$ cat src/rtl/spi_pkg.sv
// spi_pkg: shared SPI constants and state encoding
package spi_pkg;
  localparam int SPI_DATA_WIDTH = 8;
  typedef enum logic {IDLE, ACTIVE} spi_slave_state_t;
endpackage

$ cat src/rtl/spi_sync_edge.sv
// spi_sync_edge: N-flop synchroniser with registered rise/fall strobes
module spi_sync_edge #(
  parameter int   STAGES  = 2,
  parameter logic RST_VAL = 1'b0
) (
  input  logic clk,
  input  logic rst,
  input  logic pin,
  output logic rise,
  output logic fall
);
  logic [STAGES-1:0] stg;
  logic              dly;
  logic [STAGES:0]   warm;
  logic              lvl;
  assign lvl = stg[STAGES-1];
  // edges are masked until every stage and the delayed copy hold real pin samples,
  // so a pin parked at the opposite level out of reset never looks like an edge
  always_ff @(posedge clk)
    if (rst) begin
      stg  <= {STAGES{RST_VAL}};
      dly  <= RST_VAL;
      warm <= '0;
      rise <= 1'b0;
      fall <= 1'b0;
    end else begin
      stg  <= {stg[STAGES-2:0], pin};
      dly  <= lvl;
      warm <= {warm[STAGES-1:0], 1'b1};
      rise <= warm[STAGES] && lvl && !dly;
      fall <= warm[STAGES] && !lvl && dly;
    end
endmodule

$ cat src/rtl/spi_slave.sv
// spi_slave: oversampled mode-0 SPI target with one-deep tx holding buffer
module spi_slave
  import spi_pkg::*;
#(
  parameter int         SYNC_STAGES = 2,
  parameter logic [7:0] IDLE_TX     = 8'h00
) (
  input  logic       clk,
  input  logic       rst,
  input  logic       SCK_I,
  input  logic       SS_I,
  input  logic       IO0_I,
  output logic       IO1_O,
  output logic       IO1_T,
  input  logic [7:0] spi_tx_data,
  input  logic       spi_tx_valid,
  output logic       spi_tx_ready,
  output logic [7:0] spi_rx_data,
  output logic       spi_rx_valid,
  output logic       spi_tx_underrun
);
  localparam logic [2:0] LAST = 3'(SPI_DATA_WIDTH - 1);
  spi_slave_state_t          state, state_next;
  logic                      sck_rise, sck_fall, ss_rise, ss_fall;
  logic [SYNC_STAGES-1:0]    mosi_stg;
  logic                      mosi;
  logic [2:0]                cnt;
  logic [SPI_DATA_WIDTH-1:0] tx_shift, rx_shift, tx_buf;
  logic                      full, load;
  spi_sync_edge #(.STAGES(SYNC_STAGES), .RST_VAL(1'b0)) u_sck (
    .clk(clk), .rst(rst), .pin(SCK_I), .rise(sck_rise), .fall(sck_fall));
  spi_sync_edge #(.STAGES(SYNC_STAGES), .RST_VAL(1'b1)) u_ss (
    .clk(clk), .rst(rst), .pin(SS_I), .rise(ss_rise), .fall(ss_fall));
  assign mosi         = mosi_stg[SYNC_STAGES-1];
  assign spi_tx_ready = !full;
  // MOSI needs only its level, sampled on synchronised SCK rises
  always_ff @(posedge clk)
    mosi_stg <= rst ? '0 : {mosi_stg[SYNC_STAGES-2:0], IO0_I};
  // frame state register
  always_ff @(posedge clk)
    state <= rst ? IDLE : state_next;
  // SS rise wins over a coinciding SCK fall, so the closing edge of a frame never reloads
  always_comb begin
    state_next = ss_rise ? IDLE : (state == IDLE && ss_fall) ? ACTIVE : state;
    load       = !ss_rise && ((state == IDLE && ss_fall) || (state == ACTIVE && sck_fall && cnt == '0));
    IO1_T      = state != ACTIVE;
    IO1_O      = state == ACTIVE && tx_shift[7];
  end
  // holding buffer, shift registers, bit counter and strobes
  always_ff @(posedge clk)
    if (rst) begin
      full            <= 1'b0;
      tx_buf          <= '0;
      tx_shift        <= '0;
      rx_shift        <= '0;
      cnt             <= '0;
      spi_rx_data     <= '0;
      spi_rx_valid    <= 1'b0;
      spi_tx_underrun <= 1'b0;
    end else begin
      spi_rx_valid    <= 1'b0;
      spi_tx_underrun <= load && !full;
      full            <= (full && !load) || (spi_tx_valid && !full);
      if (spi_tx_valid && !full) tx_buf <= spi_tx_data;
      if (load) tx_shift <= full ? tx_buf : IDLE_TX;
      else if (state == ACTIVE && sck_fall) tx_shift <= {tx_shift[6:0], 1'b0};
      if (state != ACTIVE || ss_rise) cnt <= '0;
      else if (sck_rise) begin
        cnt      <= cnt + 3'd1;
        rx_shift <= {rx_shift[6:0], mosi};
        if (cnt == LAST) begin
          spi_rx_data  <= {rx_shift[6:0], mosi};
          spi_rx_valid <= 1'b1;
        end
      end
    end
endmodule

$ cat config.mk
export PLATFORM = sky130hd
export DESIGN_NAME = spi_slave
export DESIGN_NICKNAME = d
export VERILOG_FILES = /design/src/rtl/spi_pkg.sv /design/src/rtl/spi_sync_edge.sv /design/src/rtl/spi_slave.sv
export SDC_FILE = /design/constraint.sdc
export NUM_CORES = 1
export LEC_CHECK = 0
export BUFFER_PORTS_ARGS = -buffer_cell sky130_fd_sc_hd__buf_2
export CAP_MARGIN = 20
export CORE_MARGIN = 1.5
export CORE_UTILIZATION = 35
export DETAILED_ROUTE_END_ITERATION = 6
export HOLD_SLACK_MARGIN = 0.03
export PLACE_DENSITY = 0.6
export SYNTH_ARGS = -nofsm -noshare
export SYNTH_HDL_FRONTEND = slang
export SYNTH_SLANG_ARGS = --single-unit
$ cat constraint.sdc
create_clock -name clk -period 1.4 [get_ports clk]
set_input_delay 0 -clock clk [delete_from_list [all_inputs] [get_ports clk]]
set_output_delay 0 -clock clk [all_outputs]
set_load 0.03 [all_outputs]
### After elaboration in Yosys (flattened, before gate mapping)

Index checks and enable logic that the tools add are counted.

* latch bits: 0
* RAM bits: 0
* register bits after elaboration: 56
* memories: 0
* bits in read-only memories: 0

* $mul: 0
* multiplexer cells: 6
* bitwise logic cells: 3
* add/subtract/negate cells: 1
* magnitude comparators: 0
* reductions and logical operators: 33
* eq/ne operators: 1
* shift operators: 0
* divide/modulo/power cells: 0

Operators with widths (number)
* $mux 8: 3
* $logic_and 1x1->1: 16
* $logic_not 1->1: 7
* $reduce_or 2->1: 2
* $add 3x1->3 const B: 1
* $eq 3x3->1 const B: 1
* $logic_not 3->1: 1
* $logic_or 1x1->1: 3
* $mux 1: 3
* $not 1->1: 3
* $reduce_and 3->1: 1
* $reduce_or 3->1: 1
* $reduce_and 2->1: 1
* $reduce_bool 2->1: 1

### Longest topological paths before layout

* word-level depth: 7
* depth in mapped cells: 6
* gate-level depth less buffers: 5

### Modules after synthesis

A second synthesis with hierarchy kept.

* cells, all modules: 213
* area total of the unflattened synthesis: 2130.8 um^2

Modules (own cells, without submodules)
* spi_slave: area an instance 1672.9 um^2, sequential area each 800.8 um^2, cells an instance 181, times used 1
* spi_sync_edge at u_sck: area an instance 232.7 um^2, sequential area each 160.2 um^2, cells an instance 16, times used 1
* spi_sync_edge at u_ss: area an instance 225.2 um^2, sequential area each 160.2 um^2, cells an instance 16, times used 1

### Worst setup path before layout

Ideal clock, no wire load.

* path type: register -> register
* from: reg cnt[0]
* to: reg tx_shift[1]
* clock period less this slack: 1.236 ns
* path slack: 0.164 ns
* cell stages (with the launch flop): 6
* arrival time: 1.149 ns
* data required time: 1.313 ns
* buffers on the path: 0
* path through: dfxtp_1 -> inv_1 -> ha_1 -> nand4b_4 -> a2111o_1 -> o31ai_1

* word-level cells in the longest chain between the ends: 5
* elaborated cells between the ends (all ways): 6
* classes of those cells: mux: 1; reduce/logical: 5

RTL lines
* start, declared: line spi_slave.sv:27 `logic [2:0] cnt;`
* start signal, assigned: line spi_slave.sv:69 `cnt <= cnt + 3'd1;`
* $logic_not 3->1 *: line spi_slave.sv:45 `load = !ss_rise && ((state == IDLE && ss_fall) || (state == ACTIVE && sck_fall && cnt == '0));`
* $logic_and 1x1->1 *: line spi_slave.sv:45
* $logic_or 1x1->1 *: line spi_slave.sv:45
* $logic_and 1x1->1 *: line spi_slave.sv:45
* $mux 8 / $reduce_bool 2->1 (equally long branches)
* end signal, assigned: line spi_slave.sv:65 `if (load) tx_shift <= full ? tx_buf : IDLE_TX;`
* end signal, assigned: line spi_slave.sv:66 `else if (state == ACTIVE && sck_fall) tx_shift <= {tx_shift[6:0], 1'b0};`
* end, declared: line spi_slave.sv:28 `logic [SPI_DATA_WIDTH-1:0] tx_shift, rx_shift, tx_buf;`

Mark *: on every way between the ends. The rest lies on a longest branch, timed or not.
A chain may end at the register's enable or synchronous reset.

### Worst setup path after layout

* from: reg cnt[0]
* to: reg tx_shift[3]

Same word-level chain as after synthesis.

==> results.yml <==
drt:
  dr_total_vias: 1490
  wl_per_cell_um: 11.8
  drt_iter0_markers: 52
  drcViolationCount: 0
  antenna_left: 0
  firstDrtPassIters: 6
  wl_um: 3800
  viasPerCell: 4.64
clock_tree:
  clkSinkCount: 53
  clk_latency_ns: 0.30
  clock-root-buffer: "clkbuf_8"
  htree_levels: 2
  cts_tree: "yes"
  ctsLongestPathBuffers: 2
  cts_buffers: 5
  cts_setup_buffers: 0
  clk_pin_slew_worst_paths_ns: 0.09
run_status:
  outcome: "finished clean"
finish:
  area_growth_pct: 24.2
  stdcell_area_um2: 2490
  drive_above_1_share: 0.233
  diodes: 0
  fin_cells: 321
  final_nets: 265
  n_fill_cell: 549
  finish.utilization: 0.453
setup_path:
  timing.rr.end: "tx_shift[3]"
  crit_start: "cnt[0]"
  critPathCaptureType: "flop"
  cp_max_fo: 5
  cp.arrival_ns: 1.54
  r2r_cells: 5
  timing_worst_setup_path_type: "flop to flop"
  timing.rr.start: "cnt[0]"
  r2r_setup_slack_ns: 0.08
  startpoint_type: "flop"
  required_ns: 1.62
power_and_ir_drop:
  power_density_nw_per_um2: 1030
  irDropWorstVdd_mv: 0.571
  cellLeakagePower_nw: 1.01
  totalPowerFinal_mw: 2.57
die:
  dieArea_um2: 6200
  die_y_um: 78.7
  io-pin-count: 27
  start_util: 0.365
  core_um2: 5510
  rows: 27
  die_w_um: 78.7
timing:
  max_freq_mhz: 756
  post-route-period-util: 0.945
  setup-violations-final: 0
  layout_setup_ws_ns: 0.0773
  relSlewSlack: 0.661
  fin_skew_ns: 0.00582
  holdWs_ns: 0.172
  rsz0062_at_grt: "no"
  hold_violations: 0
  layout_min_cycle_time_ns: 1.32
  worstMarginPinSlew_ns: 0.509
  maxSlewViolCount: 0
  finalSetupTns_ns: 0
placed_design:
  place.gp.congestion: 0.735
  io_buffers: 26
  placed_cell_area_um2: 2220
  dp.cells: 299
  dp_slack_ns: 0.00290
  dp_hpwl_um: 2480
synth:
  yosysWarnings: 0
  yosysMostFrequentCell: "dfxtp_1"
  netlist.top_cell.by_area: "dfxtp_1"
  synthFlopType: "dfxtp_1"
  synth_cell_types: 33
  synth_area_leaders: "dfxtp_1, mux2i_1, nand2_1"
  ys_top_cells_by_count: "dfxtp_1, nand2_1, mux2i_1"
  synthArstFlopShare: 0
  synth_nets: 224
  netlist.area_leader.share: 0.528
  postSynthCellCount: 207
  seq_area_frac_synth: 0.528
  synth_seq_cells: 53
  synth-edff-count: 0
  synth.cell_area_um2: 2010
  synth.avg_cell_area_um2: 9.70
grt:
  use_met1: 0.161
  grt_pass1_wl_um: 6490
  use_met2: 0.221
  grtUsageMet3: 0.0287
  grt.total_usage: 0.133
  grt.busiest_layer: "met2"
  antenna_found_initial: 0
  grt-ovfl-total: 0
  grt_max_degree: 30
  grt_pass1_vias: 1484
min_path:
  hold_end: "tx_buf[4]"
  hp-start: "rst"
  whs_path_depth: 2
  hold_class: "input pin to flop"
run:
  cap_violations: 0
## sequential cells by signal, indices dropped and copies added (netlist names), 2 cells and up
signal / flops
spi_rx_data: 8
tx_buf: 8
tx_shift: 8
rx_shift: 7
cnt: 3
u_sck.warm: 3
mosi_stg: 2
u_sck.stg: 2
u_ss.stg: 2
## how the worst max path moves through the flow
stage | cells after the start | to | slack (ns)
5_1_grt | 5 | tx_shift[1] | 0.004
3_5_place_dp | 5 | tx_shift[2] | 0.003
6_report | 5 | tx_shift[3] | 0.08
4_1_cts | 5 | tx_shift[3] | 0.02
3_3_place_gp | 3 | tx_shift[0] | 0.04
2_1_floorplan | 5 | tx_shift[1] | 0.16
## cell type report
class / instances / area, um2 / area share
Sequential cell: 53 / 1060 / 0.427
Multi-Input combinational cell: 137 / 913 / 0.366
Timing Repair Buffer: 46 / 310 / 0.124
Tap cell: 72 / 90.1 / 0.0361
Clock buffer: 6 / 82.6 / 0.0331
Inverter: 5 / 18.8 / 0.00753
Clock inverter: 2 / 13.8 / 0.00552
## placed cells by master (no fill, tap or decap), types with 2 or more instances in the layout
master          n
nand3_1         3
nand4b_4        2
clkbuf_8        6
dfxtp_2         3
nand2_1        39
nor3b_1         4
nor2_1         13
dfxtp_1        50
mux2i_1        17
or2_2           3
ha_1            2
inv_1           5
dlygate4sd3_1  12
buf_2          26
nor2b_1         7
a21oi_1        16
buf_4           8
a2111o_1        6
o31ai_1         6
## routing by layer
layer	vias up	wire [um]	part of all wire
li1	785	-	-
met1	669	1820	0.48
met2	27	1770	0.46
met3	9	119	0.031
met4	0	96	0.025
met5	-	0	0
## worst max-delay path, cell delays in order (launching register included)
cell,delay [ns]
dfxtp_2,0.34
inv_1,0.10
ha_4,0.17
nand4b_4,0.15
a2111o_1,0.40
o31ai_1,0.07
## cells by family (layout without fill, tap and decap cells)
logic type / count (synthesis) / count (layout) / share of synthesized area
simple gates: 81 / 82 / 0.200
xor+xnor: 1 / 1 / 0.00436
mux: 17 / 17 / 0.0847
flops: 53 / 53 / 0.528
fa+ha+maj: 3 / 3 / 0.0187
compound gates: 33 / 34 / 0.121
buf+inv: 19 / 59 / 0.0424
## power breakdown
| part | internal (mW) | total [mW] | switching [mW] |
|---|---|---|---|
| logic | 0.0666 | 0.132 | 0.0652 |
| clock network | 0.401 | 0.885 | 0.483 |
| registers | 1.54 | 1.55 | 0.0191 |
| total | 2.00 | 2.57 | 0.568 |
## timing repair
item / CTS / global route
hold buffers: 12 / 0
gates resized for setup: 1 / 8
cloned: 1 / 1
pin swaps: 1 / 0
hold endpoints to repair: 12 / 0
endpoints found under the setup margin: 1 / 18
No activity file was read; power rests on OpenSTA's default activity.
